`src/rtl/hazard_ctrl.sv`:
```
// hazard_ctrl: pipeline pause/bubble control for load-use, redirect flush and data-memory wait,
// with a memory-wait watchdog and a saturating stall-cycle counter.
module hazard_ctrl #(
    parameter int FETCH_LAT   = 1,
    parameter int MEM_TIMEOUT = 255,
    parameter int CNT_W       = 32
) (
    input  logic             clk_i,
    input  logic             rst_ni,
    input  logic [4:0]       id_rs1_i,
    input  logic [4:0]       id_rs2_i,
    input  logic             id_rs1_used_i,
    input  logic             id_rs2_used_i,
    input  logic [4:0]       ex_rd_i,
    input  logic             ex_is_load_i,
    input  logic             ex_redirect_i,
    input  logic             mem_req_i,
    input  logic             mem_ready_i,
    output logic             pc_pause_o,
    output logic             if_id_pause_o,
    output logic             if_id_bubble_o,
    output logic             id_ex_pause_o,
    output logic             id_ex_bubble_o,
    output logic             ex_mem_pause_o,
    output logic             ex_mem_bubble_o,
    output logic             mem_wb_pause_o,
    output logic             mem_wb_bubble_o,
    output logic [CNT_W-1:0] stall_cnt_o,
    output logic             timeout_err_o
);
    localparam int FW = $clog2(FETCH_LAT + 1);
    localparam int WW = $clog2(MEM_TIMEOUT + 1);

    typedef enum logic [1:0] {RUN, FLUSH, MEM_WAIT, ERR} state_t;

    state_t           state_q, state_d;
    logic [FW-1:0]    flush_q, flush_d;
    logic [WW-1:0]    wait_q, wait_d;
    logic [CNT_W-1:0] stall_q;
    logic             mem_wait, load_use;

    assign mem_wait = mem_req_i & ~mem_ready_i;
    assign load_use = ex_is_load_i && ex_rd_i != '0 &&
                      ((id_rs1_used_i && id_rs1_i == ex_rd_i) || (id_rs2_used_i && id_rs2_i == ex_rd_i));

    always_comb begin
        state_d         = state_q;
        flush_d         = flush_q;
        wait_d          = wait_q;
        pc_pause_o      = 1'b0;
        if_id_pause_o   = 1'b0;
        if_id_bubble_o  = 1'b0;
        id_ex_pause_o   = 1'b0;
        id_ex_bubble_o  = 1'b0;
        ex_mem_pause_o  = 1'b0;
        mem_wb_pause_o  = 1'b0;
        mem_wb_bubble_o = 1'b0;
        if (state_q == ERR) begin
            pc_pause_o     = 1'b1;
            if_id_pause_o  = 1'b1;
            id_ex_pause_o  = 1'b1;
            ex_mem_pause_o = 1'b1;
            mem_wb_pause_o = 1'b1;
        end else if (mem_wait) begin
            pc_pause_o      = 1'b1;
            if_id_pause_o   = 1'b1;
            id_ex_pause_o   = 1'b1;
            ex_mem_pause_o  = 1'b1;
            mem_wb_bubble_o = 1'b1;
            wait_d          = (state_q == MEM_WAIT) ? wait_q + WW'(1) : WW'(1);
            state_d         = (state_q == MEM_WAIT && wait_q == WW'(MEM_TIMEOUT)) ? ERR : MEM_WAIT;
        end else begin
            wait_d = '0;
            if (ex_redirect_i) begin
                if_id_bubble_o = 1'b1;
                id_ex_bubble_o = 1'b1;
                flush_d        = FW'(FETCH_LAT - 1);
                state_d        = (FETCH_LAT > 1) ? FLUSH : RUN;
            end else begin
                if (load_use) begin
                    pc_pause_o     = 1'b1;
                    if_id_pause_o  = 1'b1;
                    id_ex_bubble_o = 1'b1;
                end
                // Leaving MEM_WAIT resumes a frozen flush without consuming a count this cycle.
                if (state_q == FLUSH) begin
                    if_id_bubble_o = 1'b1;
                    flush_d        = flush_q - FW'(1);
                    state_d        = (flush_q == FW'(1)) ? RUN : FLUSH;
                end else begin
                    state_d = (flush_q != '0) ? FLUSH : RUN;
                end
            end
        end
        if (!rst_ni) begin
            pc_pause_o      = 1'b0;
            if_id_pause_o   = 1'b0;
            id_ex_pause_o   = 1'b0;
            ex_mem_pause_o  = 1'b0;
            mem_wb_pause_o  = 1'b0;
            if_id_bubble_o  = 1'b1;
            id_ex_bubble_o  = 1'b1;
            mem_wb_bubble_o = 1'b1;
        end
    end

    always_ff @(posedge clk_i or negedge rst_ni) begin
        if (!rst_ni) begin
            state_q <= RUN;
            flush_q <= '0;
            wait_q  <= '0;
            stall_q <= '0;
        end else begin
            state_q <= state_d;
            flush_q <= flush_d;
            wait_q  <= wait_d;
            if (pc_pause_o && stall_q != '1)
                stall_q <= stall_q + CNT_W'(1);
        end
    end

    assign ex_mem_bubble_o = ~rst_ni;
    assign stall_cnt_o     = stall_q;
    assign timeout_err_o   = (state_q == ERR);
endmodule

```
`config.mk`:
```
export PLATFORM = sky130hd
export DESIGN_NAME = hazard_ctrl
export DESIGN_NICKNAME = d
export VERILOG_FILES = /design/src/rtl/hazard_ctrl.sv
export SDC_FILE = /design/constraint.sdc
export NUM_CORES = 1
export LEC_CHECK = 0
export CELL_PAD_IN_SITES_DETAIL_PLACEMENT = 1
export CELL_PAD_IN_SITES_GLOBAL_PLACEMENT = 1
export CORE_MARGIN = 8
export CORE_UTILIZATION = 36
export DETAILED_ROUTE_END_ITERATION = 10
export PLACE_DENSITY = 0.89
export SYNTH_ARGS = -nofsm -noshare
export SYNTH_HDL_FRONTEND = slang
export SYNTH_SLANG_ARGS = --single-unit
```
`constraint.sdc`:
```
create_clock -name clk_i -period 2.15 [get_ports clk_i]
set_input_delay 0.43 -clock clk_i [delete_from_list [all_inputs] [get_ports clk_i]]
set_output_delay 0.43 -clock clk_i [all_outputs]
set_load 0.03 [all_outputs]
```
==> impl_results.html, run 1 <==
<table>
<tr><th>Metric</th><th>Value</th></tr>
<tr><th colspan="2">Timing</th></tr>
<tr><td>Final hold viol count</td><td>0</td></tr>
<tr><td>Achievable frequency</td><td>0.4611 GHz</td></tr>
<tr><td>Maximum clock skew at final layout</td><td>0.004417 ns</td></tr>
<tr><td>Final slew viol count</td><td>0</td></tr>
<tr><td>Slew at the pin with the worst max-slew slack</td><td>0.3441 ns</td></tr>
<tr><td>Worst setup margin</td><td>-0.01856 ns</td></tr>
<tr><td>RSZ-0062 raised after global routing</td><td>true</td></tr>
<tr><td>Post-layout min period</td><td>2.169 ns</td></tr>
<tr><td>Share of the cycle needed by the critical path after routing</td><td>100.9%</td></tr>
<tr><td>Post-route setup TNS</td><td>-0.04675 ns</td></tr>
<tr><td>Worst slew slack as a fraction of its limit</td><td>76.77%</td></tr>
<tr><td>Setup violation total in the final timing report</td><td>3</td></tr>
<tr><th colspan="2">Synthesis</th></tr>
<tr><td>Nets in the synthesized netlist</td><td>248</td></tr>
<tr><td>Netlist Area Pre-Place</td><td>2302 um^2</td></tr>
<tr><td>Fraction of synthesis flops using an asynchronous set or reset pin</td><td>100.0%</td></tr>
<tr><td>Most frequent cells after synthesis</td><td>43 x sky130_fd_sc_hd__dfrtp_1, 40 x sky130_fd_sc_hd__xnor2_1, 23 x sky130_fd_sc_hd__nand2_1</td></tr>
<tr><td>Post-synthesis register bit count</td><td>43</td></tr>
<tr><td>Most numerous cell in the Yosys netlist</td><td>sky130_fd_sc_hd__dfrtp_1</td></tr>
<tr><td>Top cell type's share of synthesized area</td><td>46.74%</td></tr>
<tr><td>Cells after synthesis</td><td>223</td></tr>
<tr><td>Synth area leader</td><td>sky130_fd_sc_hd__dfrtp_1</td></tr>
<tr><td>Top FF cell, synth</td><td>sky130_fd_sc_hd__dfrtp_1</td></tr>
<tr><td>Synth Warn #</td><td>0</td></tr>
<tr><td>Portion of the post-synthesis area used by sequential elements</td><td>46.74%</td></tr>
<tr><td>Synth Area per Inst</td><td>10.32 um^2</td></tr>
<tr><td>Synth area leaders</td><td>sky130_fd_sc_hd__dfrtp_1 47%, sky130_fd_sc_hd__xnor2_1 15%, sky130_fd_sc_hd__nand4_1 4.3%, sky130_fd_sc_hd__and3_1 3.8%, sky130_fd_sc_hd__nand2_1 3.8%</td></tr>
<tr><td>Number of unique standard cell types used by synthesis</td><td>39</td></tr>
<tr><td>Number of flops mapped to enable cells by yosys</td><td>0</td></tr>
<tr><th colspan="2">Job</th></tr>
<tr><td>Max Cap Violations</td><td>0</td></tr>
<tr><th colspan="2">Outcome</th></tr>
<tr><td>Run status</td><td>finished with violations</td></tr>
<tr><td>Failing checks</td><td>setup timing</td></tr>
<tr><th colspan="2">Route</th></tr>
<tr><td>Total iterations of the first detailed-routing run</td><td>4</td></tr>
<tr><td>Vias per std cell</td><td>5.227</td></tr>
<tr><td>WL/cell</td><td>17.56 um</td></tr>
<tr><td>Starting DRT DRC Count</td><td>60</td></tr>
<tr><td>Antenna Nets Post-Route</td><td>0</td></tr>
<tr><td>Final wirelength</td><td>6885 um</td></tr>
<tr><td>Vias after detailed routing</td><td>2049</td></tr>
<tr><td>Post-route DRC violation count</td><td>0</td></tr>
<tr><th colspan="2">Clocking</th></tr>
<tr><td>Inserted Clock Buffers</td><td>5</td></tr>
<tr><td>Sinks on Clock Net</td><td>43</td></tr>
<tr><td>Post-cts hold buffer count</td><td>0</td></tr>
<tr><td>Worst-case clock buffer depth</td><td>2</td></tr>
<tr><td>Root Buffer Master</td><td>sky130_fd_sc_hd__clkbuf_8</td></tr>
<tr><td>CTS HTree Levels</td><td>2</td></tr>
<tr><td>Worst-Skew Late Latency</td><td>0.29 ns</td></tr>
<tr><td>Clock input transition at the sequential cells of the worst setup and hold paths</td><td>0.08 ns</td></tr>
<tr><td>CTS tree</td><td>yes</td></tr>
<tr><th colspan="2">Pwr</th></tr>
<tr><td>Worst VDD drop</td><td>0.4550 mV</td></tr>
<tr><td>Static leakage</td><td>0.001458 uW</td></tr>
<tr><td>Power per cell area</td><td>651.8 nW/um^2</td></tr>
<tr><th colspan="2">Critical path</th></tr>
<tr><td>Highest net fanout along the worst path</td><td>3</td></tr>
<tr><td>Worst path max stage delay</td><td>0.52 ns</td></tr>
<tr><td>Critical Path Most Common Cell</td><td>sky130_fd_sc_hd__buf_4</td></tr>
<tr><td>Sort of element at the start of the critical path</td><td>primary input</td></tr>
<tr><td>Top delay family on crit path</td><td>simple AND/OR/NAND/NOR gates</td></tr>
<tr><td>Worst setup EP type</td><td>primary output</td></tr>
<tr><td>Worst endpoint required time</td><td>1.72 ns</td></tr>
<tr><td>Critical-path cell with the highest stage delay</td><td>sky130_fd_sc_hd__or4_4</td></tr>
<tr><td>Buf/Inv on CP</td><td>4</td></tr>
<tr><td>Signal arrival time at the worst endpoint</td><td>1.74 ns</td></tr>
<tr><td>Setup CP Type</td><td>primary input to primary output</td></tr>
<tr><td>Cells along the critical path</td><td>buf_6 -&gt; or4_4 -&gt; o21ai_2 -&gt; buf_4 -&gt; nor3_2 -&gt; a21oi_4 -&gt; inv_2 -&gt; buf_4</td></tr>
<tr><th colspan="2">Final layout</th></tr>
<tr><td>Layout net count</td><td>340</td></tr>
<tr><td>Combined flip-flop and latch cell area</td><td>1077 um^2</td></tr>
<tr><td>Fraction of final layout cells sized beyond drive strength 1</td><td>20.95%</td></tr>
<tr><td>Post-route insts no fill</td><td>392</td></tr>
<tr><td>Area growth, synth to finish</td><td>43.53%</td></tr>
<tr><td>Area used by multi-input combinational logic</td><td>1207 um^2</td></tr>
<tr><td>Count of fill cells added during filler insertion</td><td>700</td></tr>
<tr><td>Final design area excluding fillers</td><td>3304 um^2</td></tr>
<tr><td>Final antenna diode count</td><td>0</td></tr>
<tr><th colspan="2">Global route</th></tr>
<tr><td>Initial antenna violation count</td><td>0</td></tr>
<tr><td>Global-route usage over all layers</td><td>15.92%</td></tr>
<tr><td>Total global routing overflow</td><td>0</td></tr>
<tr><td>Pin count of the biggest net entering global routing</td><td>26</td></tr>
<tr><td>Wire length of the first global-routing pass</td><td>11620 um</td></tr>
<tr><td>Number of global-route vias before repair</td><td>2356</td></tr>
<tr><th colspan="2">Place</th></tr>
<tr><td>Area after detailed placement</td><td>3173 um^2</td></tr>
<tr><td>Placed cells</td><td>383</td></tr>
<tr><td>DP Worst Slack</td><td>-0.8407 ns</td></tr>
<tr><td>Weighted congestion reported at the end of routability-driven placement</td><td>0.7985</td></tr>
<tr><td>Half-perimeter wire length after detailed placement</td><td>5384 um</td></tr>
<tr><td>Number of I/O port buffers</td><td>64</td></tr>
<tr><th colspan="2">Floorplanning</th></tr>
<tr><td>Core ar.</td><td>6277 um^2</td></tr>
<tr><td>Total die area</td><td>9210 um^2</td></tr>
<tr><td>I/O pin count</td><td>65</td></tr>
<tr><td>Die height</td><td>95.97 um</td></tr>
<tr><td>Die width</td><td>95.97 um</td></tr>
<tr><td>Starting Density</td><td>36.68%</td></tr>
<tr><td>Total number of placement rows</td><td>29</td></tr>
<tr><th colspan="2">Min path</th></tr>
<tr><td>HP Class</td><td>primary input to async pin</td></tr>
</table>
-- stage by stage --
step,util [%],hold slack [ns],power (uW)
5_1_grt,52.64,0.3096,2251
4_1_cts,51.90,0.2918,2174
6_report,52.64,0.2736,2154
3_3_place_gp,50.55,0.4747,1531
3_5_place_dp,50.55,0.4803,1550
2_1_floorplan,-,0.1344,1263
-- where the power goes --
| group | switching [uW] | internal, uW |
|---|---|---|
| combinational | 325 | 254 |
| clock | 278 | 341 |
| sequential | 86.7 | 870 |
| total | 689 | 1460 |
-- layer usage --
layer	routed length [um]	GRT usage, %
met1	2798	17.69
met2	3543	29.31
met3	505	4.992
met4	37	2.689
met5	0	0
-- flip-flops by register name, summed over array words and instances (netlist names) --
register and flops:
state_q 2, flush_q 1, stall_cnt_o 32, wait_q 8
-- cells by family (layout without fill, tap and decap cells) --
group / Yosys count / count (layout) / synth area share [%]
adders and majority gates: 2 / 2 / 1.087
muxes: 1 / 1 / 0.4891
buffers and inverters: 9 / 101 / 2.445
and+or+nand+nor: 100 / 100 / 25.76
xor gates and xnor gates: 44 / 44 / 16.74
AOI/OAI and AO/OA: 24 / 24 / 6.740
DFF: 43 / 43 / 46.74
-- placed cells by master (no fill, tap or decap), types with 4 or more instances in the layout --
cell type,instances
sky130_fd_sc_hd__buf_6,4
sky130_fd_sc_hd__clkbuf_8,5
sky130_fd_sc_hd__nand2_1,23
sky130_fd_sc_hd__clkdlybuf4s50_1,39
sky130_fd_sc_hd__dfrtp_1,42
sky130_fd_sc_hd__and3_1,14
sky130_fd_sc_hd__o21ai_0,10
sky130_fd_sc_hd__dlygate4sd2_1,9
sky130_fd_sc_hd__and4_1,5
sky130_fd_sc_hd__nand4_1,16
sky130_fd_sc_hd__xor2_1,4
sky130_fd_sc_hd__nand3_1,14
sky130_fd_sc_hd__buf_4,30
sky130_fd_sc_hd__xnor2_1,36
sky130_fd_sc_hd__nor2_1,9
sky130_fd_sc_hd__xnor2_2,4
-- worst min-delay path: stages --
cell and delay [ns]:
sky130_fd_sc_hd__buf_2 0.13, sky130_fd_sc_hd__buf_4 0.13, sky130_fd_sc_hd__buf_4 0.26
-- area by class of cell --
type,instances,area share [%]
clock buffers,6,2.196
well taps,77,2.916
repair buffers,89,24.27
multi-input cells,171,36.54
inverters,5,0.5680
flip-flops and latches,43,32.60
clock inverters,1,0.9087
-- worst paths after layout --
check | startpoint | endpoint | slack, ns | cells past startpoint
max | ex_rd_i[3] | if_id_pause_o | -0.02 | 8
min | rst_ni | stall_cnt_o[4] | 0.27 | 3
max reg2reg | stall_cnt_o[12] | stall_cnt_o[1] | 0.13 | 7
min reg2reg | wait_q[7] | wait_q[7] | 0.49 | 1
max in group asynchronous | rst_ni | state_q[0] | 1.59 | 3
min in group clk_i | wait_q[7] | wait_q[7] | 0.49 | 1
-- timing repair --
item                       in CTS  in global routing
pin swaps                      14                 12
setup endpoints to repair      33                 24
buffers inserted                1                  2
gates resized for setup        48                 13
Note: power is estimated with default switching activity, not from simulation.
==> run 2, diff against run 1 <==
==> config.mk (replaced) <==
export PLATFORM = sky130hd
export DESIGN_NAME = hazard_ctrl
export DESIGN_NICKNAME = d
export VERILOG_FILES = /design/src/rtl/hazard_ctrl.sv
export SDC_FILE = /design/constraint.sdc
export NUM_CORES = 1
export LEC_CHECK = 0
export ABC_AREA = 1
export CORE_MARGIN = 8
export CORE_UTILIZATION = 43
export DETAILED_ROUTE_END_ITERATION = 10
export PLACE_DENSITY = 0.8
export SYNTH_ARGS = -nofsm -noshare
export SYNTH_HDL_FRONTEND = slang
export SYNTH_SLANG_ARGS = --single-unit
==> impl_results.html, run 2 <==
<table>
<tr><th>Metric</th><th>Value</th></tr>
<tr><th colspan="2">Synthesis</th></tr>
<tr><td>Synth Warn #</td><td>0</td></tr>
<tr><td>Fraction of synthesis flops using an asynchronous set or reset pin</td><td>100.0%</td></tr>
<tr><td>Fraction of the mapped netlist area in compound gates</td><td>2.935%</td></tr>
<tr><td>Fraction of synthesized area in multiplexers</td><td>0%</td></tr>
<tr><td>Netlist Area Pre-Place</td><td>2984 um^2</td></tr>
<tr><td>Portion of the post-synthesis area used by sequential elements</td><td>36.06%</td></tr>
<tr><td>Synth area leader</td><td>sky130_fd_sc_hd__dfrtp_1</td></tr>
<tr><td>Number of flops mapped to enable cells by yosys</td><td>0</td></tr>
<tr><td>Number of unique standard cell types used by synthesis</td><td>25</td></tr>
<tr><td>Dominant combinational cell family by area after synthesis</td><td>simple AND/OR/NAND/NOR gates</td></tr>
<tr><td>Nets in the synthesized netlist</td><td>487</td></tr>
<tr><td>Fraction of synthesized cell area in xor and xnor cells</td><td>5.870%</td></tr>
<tr><td>Synth area leaders</td><td>sky130_fd_sc_hd__dfrtp_1 36%, sky130_fd_sc_hd__nand2_1 24%, sky130_fd_sc_hd__nand3_1 8.2%, sky130_fd_sc_hd__nor2_1 6.5%, sky130_fd_sc_hd__inv_1 5.7%</td></tr>
<tr><td>Fraction of the mapped netlist area in adder cells</td><td>0.8386%</td></tr>
<tr><td>Simple-gate portion of the synthesized area</td><td>45.74%</td></tr>
<tr><td>Cells after synthesis</td><td>462</td></tr>
<tr><td>Post-synthesis register bit count</td><td>43</td></tr>
<tr><td>Most frequent cells after synthesis</td><td>192 x sky130_fd_sc_hd__nand2_1, 52 x sky130_fd_sc_hd__nor2_1, 49 x sky130_fd_sc_hd__nand3_1</td></tr>
<tr><td>Most numerous cell in the Yosys netlist</td><td>sky130_fd_sc_hd__nand2_1</td></tr>
<tr><td>Top FF cell, synth</td><td>sky130_fd_sc_hd__dfrtp_1</td></tr>
<tr><td>Synth Area per Inst</td><td>6.459 um^2</td></tr>
<tr><td>Top cell type's share of synthesized area</td><td>36.06%</td></tr>
<tr><th colspan="2">Critical path</th></tr>
<tr><td>Sort of element at the start of the critical path</td><td>primary input</td></tr>
<tr><td>Worst setup EP type</td><td>primary output</td></tr>
<tr><td>Setup CP Type</td><td>primary input to primary output</td></tr>
<tr><td>Signal arrival time at the worst endpoint</td><td>1.67 ns</td></tr>
<tr><td>Worst endpoint required time</td><td>1.72 ns</td></tr>
<tr><td>Highest net fanout along the worst path</td><td>2</td></tr>
<tr><td>Register-to-Register Path Depth</td><td>10</td></tr>
<tr><th colspan="2">Timing</th></tr>
<tr><td>Achievable frequency</td><td>0.4769 GHz</td></tr>
<tr><td>Post-layout min period</td><td>2.097 ns</td></tr>
<tr><td>RSZ-0062 raised after global routing</td><td>true</td></tr>
<tr><td>Worst slew slack as a fraction of its limit</td><td>62.86%</td></tr>
<tr><td>Setup violation total in the final timing report</td><td>0</td></tr>
<tr><td>Maximum clock skew at final layout</td><td>0.005830 ns</td></tr>
<tr><td>Slew at the pin with the worst max-slew slack</td><td>0.5571 ns</td></tr>
<tr><td>Final slew viol count</td><td>0</td></tr>
<tr><td>Share of the cycle needed by the critical path after routing</td><td>97.54%</td></tr>
<tr><td>Final hold viol count</td><td>0</td></tr>
<tr><th colspan="2">Final layout</th></tr>
<tr><td>Leading cell types in the layout, fill and taps excluded</td><td>190 x sky130_fd_sc_hd__nand2_1, 51 x sky130_fd_sc_hd__nor2_1, 48 x sky130_fd_sc_hd__nand3_1</td></tr>
<tr><td>Layout net count</td><td>567</td></tr>
<tr><td>Area used by multi-input combinational logic</td><td>1679 um^2</td></tr>
<tr><td>Count of fill cells added during filler insertion</td><td>673</td></tr>
<tr><td>Most frequent standard cell in the layout excluding fill and tap cells</td><td>sky130_fd_sc_hd__nand2_1</td></tr>
<tr><td>Final core utilization</td><td>57.93%</td></tr>
<tr><td>Combined flip-flop and latch cell area</td><td>1077 um^2</td></tr>
<tr><td>Fraction of final layout cells sized beyond drive strength 1</td><td>10.31%</td></tr>
<tr><td>Final antenna diode count</td><td>0</td></tr>
<tr><td>Final design area excluding fillers</td><td>3914 um^2</td></tr>
<tr><td>Area growth, synth to finish</td><td>31.15%</td></tr>
<tr><td>Number of flip-flops under the largest register name</td><td>32</td></tr>
<tr><th colspan="2">Place</th></tr>
<tr><td>Area after detailed placement</td><td>3746 um^2</td></tr>
<tr><td>Weighted congestion reported at the end of routability-driven placement</td><td>0.9701</td></tr>
<tr><td>Number of I/O port buffers</td><td>64</td></tr>
<tr><td>Half-perimeter wire length after detailed placement</td><td>6757 um</td></tr>
<tr><th colspan="2">Route</th></tr>
<tr><td>Final wirelength</td><td>8777 um</td></tr>
<tr><td>Antenna Nets Post-Route</td><td>0</td></tr>
<tr><td>Starting DRT DRC Count</td><td>175</td></tr>
<tr><td>Vias per std cell</td><td>5.072</td></tr>
<tr><td>Total iterations of the first detailed-routing run</td><td>4</td></tr>
<tr><td>WL/cell</td><td>14.09 um</td></tr>
<tr><td>Vias after detailed routing</td><td>3160</td></tr>
<tr><td>Post-route DRC violation count</td><td>0</td></tr>
<tr><th colspan="2">Floorplanning</th></tr>
<tr><td>Die height</td><td>99.31 um</td></tr>
<tr><td>Total die area</td><td>9861 um^2</td></tr>
<tr><td>Die width</td><td>99.31 um</td></tr>
<tr><td>Core ar.</td><td>6756 um^2</td></tr>
<tr><td>Total number of placement rows</td><td>30</td></tr>
<tr><td>I/O pin count</td><td>65</td></tr>
<tr><td>Starting Density</td><td>44.17%</td></tr>
<tr><th colspan="2">Pwr</th></tr>
<tr><td>Power per cell area</td><td>530.1 nW/um^2</td></tr>
<tr><td>Worst VDD drop</td><td>0.4765 mV</td></tr>
<tr><td>Static leakage</td><td>0.001923 uW</td></tr>
<tr><th colspan="2">Clocking</th></tr>
<tr><td>Inserted Clock Buffers</td><td>5</td></tr>
<tr><td>Worst-case clock buffer depth</td><td>2</td></tr>
<tr><td>Root Buffer Master</td><td>sky130_fd_sc_hd__clkbuf_8</td></tr>
<tr><td>Worst-Skew Late Latency</td><td>0.30 ns</td></tr>
<tr><td>Clock input transition at the sequential cells of the worst setup and hold paths</td><td>0.08 ns</td></tr>
<tr><td>CTS tree</td><td>yes</td></tr>
<tr><td>Sinks on Clock Net</td><td>43</td></tr>
<tr><td>CTS HTree Levels</td><td>2</td></tr>
<tr><th colspan="2">Global route</th></tr>
<tr><td>Global route hottest layer</td><td>met2</td></tr>
<tr><td>Total global routing overflow</td><td>0</td></tr>
<tr><td>Initial antenna violation count</td><td>0</td></tr>
<tr><td>Number of global-route vias before repair</td><td>3139</td></tr>
<tr><td>Pin count of the biggest net entering global routing</td><td>45</td></tr>
<tr><td>Wire length of the first global-routing pass</td><td>14620 um</td></tr>
<tr><td>Met1 track utilization from global routing</td><td>23.29%</td></tr>
<tr><td>Met2 Use GR</td><td>29.75%</td></tr>
<tr><td>Routing usage on met3</td><td>2.654%</td></tr>
<tr><td>Global-route usage over all layers</td><td>17.91%</td></tr>
<tr><th colspan="2">Outcome</th></tr>
<tr><td>Run status</td><td>finished clean</td></tr>
<tr><th colspan="2">Min path</th></tr>
<tr><td>HP Class</td><td>primary input to async pin</td></tr>
<tr><th colspan="2">Job</th></tr>
<tr><td>Max Cap Violations</td><td>0</td></tr>
</table>
-- run 2: cell types whose count changed in the layout (fill, tap and decap cells not counted), moves of 6 or more --
cell	before	now
sky130_fd_sc_hd__xnor2_1	36	6
sky130_fd_sc_hd__nand4_1	16	5
sky130_fd_sc_hd__nor3_1	3	10
sky130_fd_sc_hd__and3_1	14	0
sky130_fd_sc_hd__nand2_1	23	190
sky130_fd_sc_hd__nor2_1	9	51
sky130_fd_sc_hd__nand3_1	14	48
sky130_fd_sc_hd__nand3b_1	0	6
sky130_fd_sc_hd__inv_1	3	43
sky130_fd_sc_hd__xor2_1	4	14
-- run 2: per-layer routing --
| layer | wire [um] | vias to the layer above |
|---|---|---|
| li1 | - | 1607 |
| met1 | 4026 | 1453 |
| met2 | 4019 | 89 |
| met3 | 592 | 11 |
| met4 | 139 | 0 |
| met5 | 0 | - |
-- run 2: worst paths after layout --
kind | end | start | slack (ns)
max | id_ex_bubble_o | id_rs1_i[3] | 0.05
min | wait_q[3] | rst_ni | 0.23
max reg2reg | stall_cnt_o[29] | stall_cnt_o[0] | 0.25
min reg2reg | flush_q | flush_q | 0.53
max in group asynchronous | stall_cnt_o[0] | rst_ni | 1.52
min in group clk_i | flush_q | flush_q | 0.53
-- run 2: metrics by stage --
| stage | std cells | total power, uW | hold WS [ns] | setup TNS [ns] | setup slack (ns) |
|---|---|---|---|---|---|
| 4_1_cts | 619 | 2069 | 0.2468 | 0 | 0.01061 |
| 2_1_floorplan | 462 | 1192 | 0.1344 | 0 | 0.07025 |
| 3_5_place_dp | 611 | 1414 | 0.4997 | -1.892 | -0.1664 |
| 3_3_place_gp | 611 | 1394 | 0.4888 | -1.578 | -0.1738 |
| 6_report | 623 | 2075 | 0.2260 | 0 | 0.05296 |
| 5_1_grt | 623 | 2167 | 0.2775 | -0.03304 | -0.03304 |
-- run 2: layout make-up --
cell class	instances	area share [%]
clock buffer	6	2.110
inverter	47	4.508
timing repair buffer	84	19.50
multi-input combinational	361	42.90
sequential	43	27.53
clock inverter	2	0.8951
tap	80	2.558
-- run 2: logic make-up (layout without fill, tap and decap cells) --
logic type | count (synthesis) | count (layout)
compound gates | 15 | 15
xor+xnor | 20 | 20
fa+ha+maj | 2 | 2
buf+inv | 58 | 139
flops | 43 | 43
simple gates | 324 | 324
-- run 2: repair_timing --
item                       4_1_cts  5_1_grt
setup endpoints to repair        4       14
hold buffers                     0        0
buffers inserted                 0        4
pin swaps                        5        6
resized for setup               17        9
-- run 2: critical path, stage by stage --
cell                              delay (ns)
sky130_fd_sc_hd__clkdlybuf4s50_1        0.48
sky130_fd_sc_hd__nor2_1                 0.05
sky130_fd_sc_hd__nor2_1                 0.10
sky130_fd_sc_hd__nand3_1                0.09
sky130_fd_sc_hd__nand2_2                0.08
sky130_fd_sc_hd__buf_4                  0.10
sky130_fd_sc_hd__nand2_1                0.06
sky130_fd_sc_hd__a21oi_2                0.13
sky130_fd_sc_hd__buf_6                  0.14
-- run 2: power breakdown --
part / total, uW / switching (uW) / internal [uW] / leakage [uW]
logic: 474 / 276 / 198 / 0.00127
clock network: 664 / 288 / 376 / 0.0000612
registers: 937 / 83.3 / 853 / 0.000592
